`src/rtl/seg7_scan_driver_if.sv`:
```
// Scan-driver signal bundle: scan clock and display data in, anode/cathode drive out.
// master = the scan driver itself, slave = the board/bench side.
interface seg7_scan_driver_if #(
  parameter int NUM_DIGITS = 4
);
  logic                    clk_1khz;
  logic [4*NUM_DIGITS-1:0] digits;
  logic [NUM_DIGITS-1:0]   dp_in;
  logic [NUM_DIGITS-1:0]   an;
  logic [6:0]              seg;
  logic                    dp;
  logic                    frame_start;

  modport master (
    input  clk_1khz, digits, dp_in,
    output an, seg, dp, frame_start
  );

  modport slave (
    output clk_1khz, digits, dp_in,
    input  an, seg, dp, frame_start
  );
endinterface

```
`src/rtl/seg7_scan_driver.sv`:
```
// Multiplexed 7-segment scan driver with inter-digit blanking and per-frame value latching.
// Optional leading-zero blanking is enabled by defining SEG7_LEADING_ZERO_BLANK_EN.
module seg7_scan_driver #(
  parameter int NUM_DIGITS   = 4,
  parameter int BLANK_CYCLES = 8
) (
  input  logic               clk_in,
  input  logic               rst,
  seg7_scan_driver_if.master bus
);
  localparam int IDX_W = (NUM_DIGITS > 1) ? $clog2(NUM_DIGITS) : 1;
  localparam int CNT_W = (BLANK_CYCLES > 1) ? $clog2(BLANK_CYCLES) : 1;
  localparam logic [IDX_W-1:0] LAST_IDX = IDX_W'(NUM_DIGITS - 1);
  localparam logic [CNT_W-1:0] LAST_CNT = CNT_W'(BLANK_CYCLES - 1);

  typedef enum logic {S_BLANK = 1'b0, S_DRIVE = 1'b1} state_t;

  state_t                  state_q, state_d;
  logic [IDX_W-1:0]        idx_q, idx_d;
  logic [CNT_W-1:0]        cnt_q, cnt_d;
  logic                    clk_1khz_q;
  logic                    tick;
  logic                    load_frame;
  logic                    load_q;
  logic [4*NUM_DIGITS-1:0] shadow_dig_q;
  logic [NUM_DIGITS-1:0]   shadow_dp_q;
  logic [NUM_DIGITS-1:0]   an_q, an_d;
  logic [6:0]              seg_q, seg_d;
  logic                    dp_q, dp_d;
  logic                    frame_start_q;
  logic [3:0]              dig_arr [NUM_DIGITS];

  function automatic logic [6:0] seg_decode(input logic [3:0] v);
    case (v)
      4'h0: seg_decode = 7'h40;
      4'h1: seg_decode = 7'h79;
      4'h2: seg_decode = 7'h24;
      4'h3: seg_decode = 7'h30;
      4'h4: seg_decode = 7'h19;
      4'h5: seg_decode = 7'h12;
      4'h6: seg_decode = 7'h02;
      4'h7: seg_decode = 7'h78;
      4'h8: seg_decode = 7'h00;
      4'h9: seg_decode = 7'h10;
      4'hA: seg_decode = 7'h08;
      4'hB: seg_decode = 7'h03;
      4'hC: seg_decode = 7'h46;
      4'hD: seg_decode = 7'h21;
      4'hE: seg_decode = 7'h06;
      default: seg_decode = 7'h0E;
    endcase
  endfunction

  genvar gi;
  generate
    for (gi = 0; gi < NUM_DIGITS; gi++) begin : g_dig
      assign dig_arr[gi] = shadow_dig_q[4*gi +: 4];
    end
  endgenerate

  assign tick       = bus.clk_1khz & ~clk_1khz_q;
  // The shadow is refreshed only when digit 0 is about to be driven, so a frame never tears.
  assign load_frame = (state_q == S_BLANK) && (cnt_q == LAST_CNT) && (idx_q == '0);

  always_ff @(posedge clk_in or negedge rst) begin
    if (!rst) state_q <= S_BLANK;
    else      state_q <= state_d;
  end

  always_comb begin
    state_d = state_q;
    idx_d   = idx_q;
    cnt_d   = cnt_q;
    case (state_q)
      S_BLANK: begin
        if (cnt_q == LAST_CNT) begin
          state_d = S_DRIVE;
          cnt_d   = '0;
        end else begin
          cnt_d = cnt_q + 1'b1;
        end
      end
      default: begin
        if (tick) begin
          state_d = S_BLANK;
          idx_d   = (idx_q == LAST_IDX) ? '0 : idx_q + 1'b1;
        end
      end
    endcase
  end

`ifdef SEG7_LEADING_ZERO_BLANK_EN
  logic [IDX_W-1:0] hi_idx;
  always_comb begin
    hi_idx = '0;
    for (int i = 0; i < NUM_DIGITS; i++) begin
      if (dig_arr[i] != 4'h0) hi_idx = IDX_W'(i);
    end
  end
`endif

  // Outputs are computed from the current state and registered, so they trail state by one cycle.
  always_comb begin
    an_d  = '1;
    seg_d = 7'h7F;
    dp_d  = 1'b1;
    if (state_q == S_DRIVE) begin
      an_d  = ~(NUM_DIGITS'(1) << idx_q);
      seg_d = seg_decode(dig_arr[idx_q]);
      dp_d  = ~shadow_dp_q[idx_q];
`ifdef SEG7_LEADING_ZERO_BLANK_EN
      if (idx_q > hi_idx) seg_d = 7'h7F;
`endif
    end
  end

  always_ff @(posedge clk_in or negedge rst) begin
    if (!rst) begin
      idx_q         <= '0;
      cnt_q         <= '0;
      clk_1khz_q    <= 1'b0;
      load_q        <= 1'b0;
      shadow_dig_q  <= '0;
      shadow_dp_q   <= '0;
      an_q          <= '1;
      seg_q         <= 7'h7F;
      dp_q          <= 1'b1;
      frame_start_q <= 1'b0;
    end else begin
      idx_q         <= idx_d;
      cnt_q         <= cnt_d;
      clk_1khz_q    <= bus.clk_1khz;
      load_q        <= load_frame;
      an_q          <= an_d;
      seg_q         <= seg_d;
      dp_q          <= dp_d;
      frame_start_q <= load_q;
      if (load_frame) begin
        shadow_dig_q <= bus.digits;
        shadow_dp_q  <= bus.dp_in;
      end
    end
  end

  assign bus.an          = an_q;
  assign bus.seg         = seg_q;
  assign bus.dp          = dp_q;
  assign bus.frame_start = frame_start_q;
endmodule

```
`src/flat_wrapper.sv`:
```
// flat-port wrapper written by rule: the top's interface ports become plain ports
module seg7_scan_driver_flat 
#(
  parameter int NUM_DIGITS   = 4,
  parameter int BLANK_CYCLES = 8
)
  (clk_in, rst, bus_clk_1khz, bus_digits, bus_dp_in, bus_an, bus_seg, bus_dp, bus_frame_start);
  seg7_scan_driver_if #(.NUM_DIGITS(NUM_DIGITS)) bus_i ();
  input  logic clk_in;
  input  logic rst;
  input wire logic [$bits(bus_i.clk_1khz)-1:0] bus_clk_1khz;
  input wire logic [$bits(bus_i.digits)-1:0] bus_digits;
  input wire logic [$bits(bus_i.dp_in)-1:0] bus_dp_in;
  output wire logic [$bits(bus_i.an)-1:0] bus_an;
  output wire logic [$bits(bus_i.seg)-1:0] bus_seg;
  output wire logic [$bits(bus_i.dp)-1:0] bus_dp;
  output wire logic [$bits(bus_i.frame_start)-1:0] bus_frame_start;
  assign bus_i.clk_1khz = bus_clk_1khz;
  assign bus_i.digits = bus_digits;
  assign bus_i.dp_in = bus_dp_in;
  assign bus_an = bus_i.an;
  assign bus_seg = bus_i.seg;
  assign bus_dp = bus_i.dp;
  assign bus_frame_start = bus_i.frame_start;
  seg7_scan_driver #(.NUM_DIGITS(NUM_DIGITS), .BLANK_CYCLES(BLANK_CYCLES)) u_core (.clk_in(clk_in), .rst(rst), .bus(bus_i));
endmodule
```
`config.mk`:
```
export PLATFORM = sky130hd
export DESIGN_NAME = seg7_scan_driver_flat
export DESIGN_NICKNAME = d
export VERILOG_FILES = /design/src/rtl/seg7_scan_driver_if.sv /design/src/rtl/seg7_scan_driver.sv /design/src/flat_wrapper.sv
export SDC_FILE = /design/constraint.sdc
export NUM_CORES = 1
export LEC_CHECK = 0
export CAP_MARGIN = 20
export CORE_MARGIN = 8
export CORE_UTILIZATION = 55
export DETAILED_ROUTE_END_ITERATION = 10
export GPL_TIMING_DRIVEN = 0
export PLACE_DENSITY_LB_ADDON = 0.1
export SLEW_MARGIN = 0
export SYNTH_ARGS = -nofsm -noshare
export SYNTH_HDL_FRONTEND = slang
export SYNTH_SLANG_ARGS = --single-unit
export TNS_END_PERCENT = 100
```
`constraint.sdc`:
```
create_clock -name clk_in -period 5.5 [get_ports clk_in]
set_clock_uncertainty 0.1 [all_clocks]
set_input_delay 0.825 -clock clk_in [delete_from_list [all_inputs] [get_ports clk_in]]
set_output_delay 0.825 -clock clk_in [all_outputs]
set_load 0.005 [all_outputs]
```
== Yosys cells after proc, flatten, opt, wreduce, memory -nomap -nowiden ==
Memories as Yosys holds them, arrays and structs flattened.
Cells that the tools add are included.

* Register bits: 41
* Latch bits: 0
* Memory bits (writable): 0
* Memory bits (read-only): 112
* Bits of input ports: 23
* Output and inout port bits: 13
* Logic and storage cells: 42
* Memories kept: 1

{| class="wikitable"
|+ Memory list
! name !! depth !! bits a word !! rd ports !! clocked after memory_dff !! write ports !! RTL line !! source
|-
| (name not given) || 16 || 7 || 1 || 0 || 0 || seg7_scan_driver.sv:34 || <nowiki>case (v)</nowiki>
|}

* Add/sub/neg operators: 2
* $mul: 0
* Divide/modulo/power cells: 0
* Order comparisons: 2
* Equal/unequal tests: 2
* Shifts and indexed selects: 1
* Multiplexer cells: 13
* Bitwise logic cells: 6
* Reductions and logical operators: 4

{| class="wikitable"
|+ Operator list
! kind !! count
|-
| $mux 4 || 3
|-
| $bmux 4 s2 || 1
|-
| $mux 7 || 1
|-
| $mux 1 || 5
|-
| $not 4->4 || 1
|-
| $shl 1x2->4 const A || 1
|-
| $add 3x1->3 const B || 1
|-
| $eq 3x3->1 const B || 1
|-
| $ge 3x3->1 const B || 1
|-
| $lt 2x3->1 const B || 1
|-
| $mux 3 || 1
|-
| $not 1->1 || 3
|-
| $not 2->3 || 1
|-
| $add 2x1->2 const B || 1
|-
| $bmux 1 s2 || 1
|-
| $eq 2x2->1 const B || 1
|-
| $logic_and 1x1->1 || 2
|-
| $logic_not 2->1 || 1
|-
| $mux 2 || 1
|-
| $reduce_and 2->1 || 1
|-
| $and 1x1->1 || 1
|}

== Longest topological paths before layout ==
An unclocked memory read counts as a cell.

* Word-level depth: 6
* Gate-level depth with buffers: 7
* Mapped depth without buffers: 6

== Least setup slack after synthesis ==
Ideal clock, no wire load.

* Kind: flip-flop to flip-flop
* Start: reg u_core.idx_q[0]
* End: reg u_core.seg_q[3] (netlist: u_core.bus.seg[3])
* Setup time: 0.080 ns
* Data arrival time: 1.840 ns
* Data required time: 5.320 ns
* Path slack: 3.481 ns
* Cell stages (with the launch flop): 6
* Buffers on the path: 1
* Clock period less this slack: 2.019 ns
* Cells stage by stage: dfrtp_1 > buf_6 > mux4_1 > ha_1 > mux2_4 > o22a_1

* Cells in the longest elaborated chain, start to end: 6

{| class="wikitable"
|+ RTL lines
! item !! RTL line !! source
|-
| start, declared || seg7_scan_driver.sv:19 || <nowiki>logic [IDX_W-1:0] idx_q, idx_d;</nowiki>
|-
| start signal, assigned || seg7_scan_driver.sv:130 || <nowiki>idx_q <= idx_d;</nowiki>
|-
| $not 2->3 (implied by the code) || seg7_scan_driver.sv:109 || <nowiki>seg_d = seg_decode(dig_arr[idx_q]);</nowiki>
|-
| $bmux 4 s2 || seg7_scan_driver.sv:109 ||
|-
| $mux 4 (implied by the code) (2 in a row) || seg7_scan_driver.sv:109 ||
|-
| $mem_v2 16x7 || -- ||
|-
| $mux 7 || seg7_scan_driver.sv:107 || <nowiki>if (state_q == S_DRIVE) begin</nowiki>
|-
| named net u_core.seg_d[3] || seg7_scan_driver.sv:28 || <nowiki>logic [6:0] seg_q, seg_d;</nowiki>
|-
| end signal, assigned || seg7_scan_driver.sv:135 || <nowiki>seg_q <= seg_d;</nowiki>
|-
| end, declared || seg7_scan_driver.sv:28 ||
|}

The timed path passes the listed nets, and every way through them passes these cells. The select of a mux whose other input is x is not followed.
A chain may end at the register's enable or synchronous reset.

== Worst setup path in the final report ==
* Start: reg u_core.seg_q[1] (netlist: u_core.bus.seg[1])
* End: out bus_seg[1]

{| class="wikitable"
|+ RTL lines
! item !! RTL line !! source
|-
| end, declared || flat_wrapper.sv:15 || <nowiki>output wire logic [$bits(bus_i.seg)-1:0] bus_seg;</nowiki>
|}

No word-level cell between the ends.

==> impl_metrics.xml <==
<?xml version="1.0" encoding="UTF-8"?>
<metrics>
  <group name="clocking">
    <metric name="cts.sink_count" unit="">41</metric>
    <metric name="post_cts.resized_instances" unit="">0</metric>
    <metric name="clkSlewWorstSetupHoldPaths" unit="ns">0.12</metric>
    <metric name="post_cts_hold_buffer_count" unit="">0</metric>
    <metric name="cts.repair_timing.setup_buffer_count" unit="">0</metric>
    <metric name="cts_tree" unit="">done</metric>
    <metric name="clk_latency" unit="ns">0.34</metric>
    <metric name="clockRootBuffer" unit="">sky130_fd_sc_hd__clkbuf_4</metric>
    <metric name="cts.htree.levels" unit="">2</metric>
    <metric name="cts_made_buffers" unit="">5</metric>
    <metric name="cts-root-to-sink-buffers" unit="">2</metric>
  </group>
  <group name="critical_path">
    <metric name="timing.critical_path.fanout_max" unit="">1</metric>
    <metric name="critical_path.reg2reg.startpoint" unit="">u_core.idx_q[0]$_DFFE_PN0P_</metric>
    <metric name="worstPathBufferInverterCount" unit="">1</metric>
    <metric name="worst_r2r_endpoint" unit="">u_core.bus.seg[3]$_DFF_PN1_</metric>
    <metric name="start_kind" unit="">flop</metric>
    <metric name="timing.critical_path.max_delay_family" unit="">flip-flops</metric>
    <metric name="worstPathCellList" unit="">clkdlybuf4s50_1</metric>
    <metric name="count_of_cells_along_the_worst_register_to_register_path" unit="">5</metric>
    <metric name="cp_data_required_time" unit="ns">4.58</metric>
    <metric name="reg2reg_setup_slack" unit="ns">3.31</metric>
    <metric name="critical_path.endpoint_type" unit="">primary output</metric>
    <metric name="setup.worst_path.class" unit="">reg2out</metric>
    <metric name="crit_path_top_delay_cell" unit="">sky130_fd_sc_hd__dfstp_2</metric>
    <metric name="critical_path.max_stage_delay" unit="ns">0.53</metric>
    <metric name="timing.critical_path.arrival" unit="ns">1.37</metric>
  </group>
  <group name="die">
    <metric name="core" unit="mm²">0.00334</metric>
    <metric name="initial_utilization" unit="%">57.3</metric>
    <metric name="die_area" unit="mm²">0.00562</metric>
    <metric name="fp.dieH" unit="µm">74.9</metric>
    <metric name="die_x" unit="µm">74.9</metric>
    <metric name="ioPinCount" unit="">36</metric>
    <metric name="floorplan.rows" unit="">21</metric>
  </group>
  <group name="layout">
    <metric name="post_route_cells_drive_above_1_share" unit="%">28.2</metric>
    <metric name="area_grow_syn2layout" unit="%">23.8</metric>
    <metric name="insertedDiodeCount" unit="">0</metric>
    <metric name="final_area" unit="mm²">0.00236</metric>
    <metric name="final_cell_count_no_fill" unit="">223</metric>
    <metric name="num-nets-final" unit="">211</metric>
    <metric name="fillers" unit="">255</metric>
    <metric name="final_util" unit="%">70.9</metric>
  </group>
  <group name="grt">
    <metric name="grt_first_pass_wirelength" unit="µm">5800</metric>
    <metric name="gr-total-overflow" unit="">0</metric>
    <metric name="groute.usage.overall" unit="%">13.7</metric>
    <metric name="via_count_of_the_first_global_routing_pass" unit="">1238</metric>
    <metric name="number_of_antenna_violations_at_the_first_check_in_global_routing" unit="">0</metric>
    <metric name="grt_start_max_net_pins" unit="">42</metric>
  </group>
  <group name="sta">
    <metric name="setup_tns" unit="ns">0</metric>
    <metric name="fmax" unit="MHz">436</metric>
    <metric name="slew_headroom" unit="%">41.9</metric>
    <metric name="final_max_slew_viol_count" unit="">0</metric>
    <metric name="final.setup.worst_slack" unit="ns">3.21</metric>
    <metric name="grt_setup_unrepaired" unit="">false</metric>
    <metric name="setup_viol" unit="">0</metric>
    <metric name="timing_worst_slew_pin_value" unit="ns">0.871</metric>
    <metric name="finalCriticalPeriod" unit="ns">2.29</metric>
    <metric name="final.period_utilization" unit="%">41.7</metric>
    <metric name="hold_viol_final" unit="">0</metric>
  </group>
  <group name="logic_synthesis">
    <metric name="syn_nets" unit="">169</metric>
    <metric name="synthTopCellsByArea" unit="">sky130_fd_sc_hd__dfrtp_1 (38%), sky130_fd_sc_hd__dfstp_2 (17%), sky130_fd_sc_hd__mux2_2 (14%)</metric>
    <metric name="syn_area_per_cell" unit="µm²">14.3</metric>
    <metric name="postSynth.asyncResetShare" unit="%">100</metric>
    <metric name="ys.flop_type" unit="">sky130_fd_sc_hd__dfrtp_1</metric>
    <metric name="synth-edff-count" unit="">0</metric>
    <metric name="synth.largest_area_cell" unit="">sky130_fd_sc_hd__dfrtp_1</metric>
    <metric name="synthesized_cell_area" unit="mm²">0.00191</metric>
    <metric name="yosys_warnings" unit="">0</metric>
    <metric name="ys_types" unit="">29</metric>
    <metric name="synth-seq-cells" unit="">41</metric>
    <metric name="syn_inst" unit="">134</metric>
    <metric name="yosysTopAreaCellShare" unit="%">38.0</metric>
    <metric name="yosysSeqAreaShare" unit="%">54.5</metric>
  </group>
  <group name="min_path">
    <metric name="worst_hold_path_type" unit="">reg2reg</metric>
    <metric name="start_point_of_the_worst_min_delay_path" unit="">u_core.load_q$_DFF_PN0_</metric>
    <metric name="holdPathStages" unit="">0</metric>
    <metric name="worst_hold_path_endpoint" unit="">u_core.bus.frame_start$_DFF_PN0_</metric>
  </group>
  <group name="drt">
    <metric name="num_vias" unit="">1163</metric>
    <metric name="drt_iter0_drc" unit="">74</metric>
    <metric name="route.antenna.remaining_nets" unit="">0</metric>
    <metric name="drt-wirelength-per-cell" unit="µm">15.3</metric>
    <metric name="viasPerCell" unit="">5.22</metric>
    <metric name="route.final.wire_length" unit="µm">3420</metric>
    <metric name="dr.pass1.iters" unit="">4</metric>
    <metric name="drc_errors" unit="">0</metric>
  </group>
  <group name="pwr">
    <metric name="irDropWorstVdd" unit="µV">318</metric>
    <metric name="p_leak" unit="µW">0.00104</metric>
    <metric name="p_per_cell_area" unit="mW/mm²">601</metric>
  </group>
  <group name="status">
    <metric name="outcome" unit="">finished clean</metric>
  </group>
  <group name="place">
    <metric name="placedInstanceArea" unit="mm²">0.00231</metric>
    <metric name="pre_cts_ws" unit="ns">3.33</metric>
    <metric name="detailedPlacementHpwl" unit="µm">2560</metric>
    <metric name="placedCellCount" unit="">215</metric>
    <metric name="gp_congestion" unit="">0.814</metric>
    <metric name="port_buffers" unit="">35</metric>
  </group>
  <group name="run">
    <metric name="drv.max_cap_violation_count" unit="">0</metric>
  </group>
</metrics>
-- synthesized netlist by cell type, types with 3 or more instances --
| library cell | count |
|---|---|
| sky130_fd_sc_hd__mux2i_1 | 4 |
| sky130_fd_sc_hd__a21o_1 | 3 |
| sky130_fd_sc_hd__ha_1 | 12 |
| sky130_fd_sc_hd__mux2_2 | 23 |
| sky130_fd_sc_hd__mux4_2 | 3 |
| sky130_fd_sc_hd__clkbuf_1 | 3 |
| sky130_fd_sc_hd__dfrtp_1 | 29 |
| sky130_fd_sc_hd__nand2_1 | 7 |
| sky130_fd_sc_hd__nand2b_1 | 3 |
| sky130_fd_sc_hd__inv_1 | 10 |
| sky130_fd_sc_hd__dfstp_2 | 12 |
-- registers in the layout (all words and copies together), names as in the netlist, 2 cells and up --
signal               flops
u_core.bus.an            4
u_core.bus.seg           7
u_core.cnt_q             3
u_core.idx_q             2
u_core.shadow_dig_q     16
u_core.shadow_dp_q       4
-- power by group --
part           switching [µW]  internal, µW  total, µW
registers                68.3           463        532
logic                     340           409        748
clock network            93.1          48.8        142
-- cell usage in the layout (no fill, tap or decap), types with 2 or more instances in the layout --
| master | count |
|---|---|
| sky130_fd_sc_hd__a21o_1 | 3 |
| sky130_fd_sc_hd__buf_6 | 2 |
| sky130_fd_sc_hd__clkbuf_1 | 4 |
| sky130_fd_sc_hd__clkbuf_4 | 5 |
| sky130_fd_sc_hd__clkdlybuf4s50_1 | 34 |
| sky130_fd_sc_hd__clkinv_2 | 2 |
| sky130_fd_sc_hd__dfrtp_1 | 29 |
| sky130_fd_sc_hd__dfstp_2 | 12 |
| sky130_fd_sc_hd__ha_1 | 12 |
| sky130_fd_sc_hd__inv_1 | 10 |
| sky130_fd_sc_hd__mux2_2 | 23 |
| sky130_fd_sc_hd__mux2i_1 | 4 |
| sky130_fd_sc_hd__mux4_1 | 2 |
| sky130_fd_sc_hd__mux4_2 | 3 |
| sky130_fd_sc_hd__nand2_1 | 7 |
| sky130_fd_sc_hd__nand2b_1 | 3 |
| sky130_fd_sc_hd__nand3_1 | 2 |
| sky130_fd_sc_hd__nand3b_1 | 2 |
| sky130_fd_sc_hd__nor3_1 | 2 |
| sky130_fd_sc_hd__nor4bb_1 | 2 |
| sky130_fd_sc_hd__o221ai_1 | 2 |
-- how the worst max path moves through the flow --
stage	startpoint	endpoint	slack, ns	depth (start not counted)
finish	u_core.bus.seg[1]$_DFF_PN1_	bus_seg[1]	3.21	1
global route	u_core.bus.seg[6]$_DFF_PN1_	bus_seg[6]	3.14	1
CTS	u_core.bus.seg[1]$_DFF_PN1_	bus_seg[1]	3.19	1
detailed placement	u_core.idx_q[0]$_DFFE_PN0P_	u_core.bus.seg[3]$_DFF_PN1_	3.33	5
global placement	rst	u_core.shadow_dig_q[8]$_DFFE_PN0P_	2.63	1
floorplan	u_core.idx_q[0]$_DFFE_PN0P_	u_core.bus.seg[3]$_DFF_PN1_	3.48	5
-- cell type report --
class	count	area, µm²	share of cell area [%]
Buffer	7	45.0	1.90
Clock buffer	6	41.3	1.75
Clock inverter	2	10.0	0.423
Inverter	10	37.5	1.59
Multi-Input combinational cell	76	787	33.3
Sequential cell	41	1040	44.0
Tap cell	46	57.6	2.43
Timing Repair Buffer	35	345	14.6
-- metrics by stage --
stage | power (µW) | hold WS [ns]
2_1_floorplan | 1070 | 0.231
3_3_place_gp | 1250 | 0.240
3_5_place_dp | 1290 | 0.236
4_1_cts | 1430 | 0.272
5_1_grt | 1540 | 0.284
6_report | 1420 | 0.268
-- logic make-up (layout without fill, tap and decap cells) --
group | after synthesis | count (layout) | synth area share [%]
AOI/OAI and AO/OA | 12 | 12 | 4.91
xor gates and xnor gates | 1 | 1 | 0.458
adders and majority gates | 12 | 12 | 7.86
buffers and inverters | 17 | 60 | 4.32
DFF | 41 | 41 | 54.5
muxes | 33 | 33 | 22.7
and+or+nand+nor | 18 | 18 | 5.24
-- routing by layer --
layer	vias to the layer above	wire [µm]	global-route usage (%)
li1	558	-	-
met4	0	31	5.22
met3	4	183	4.26
met1	566	1480	16.3
met5	-	0	0
met2	35	1730	22.5
Power figures use the tool's default switching activity.
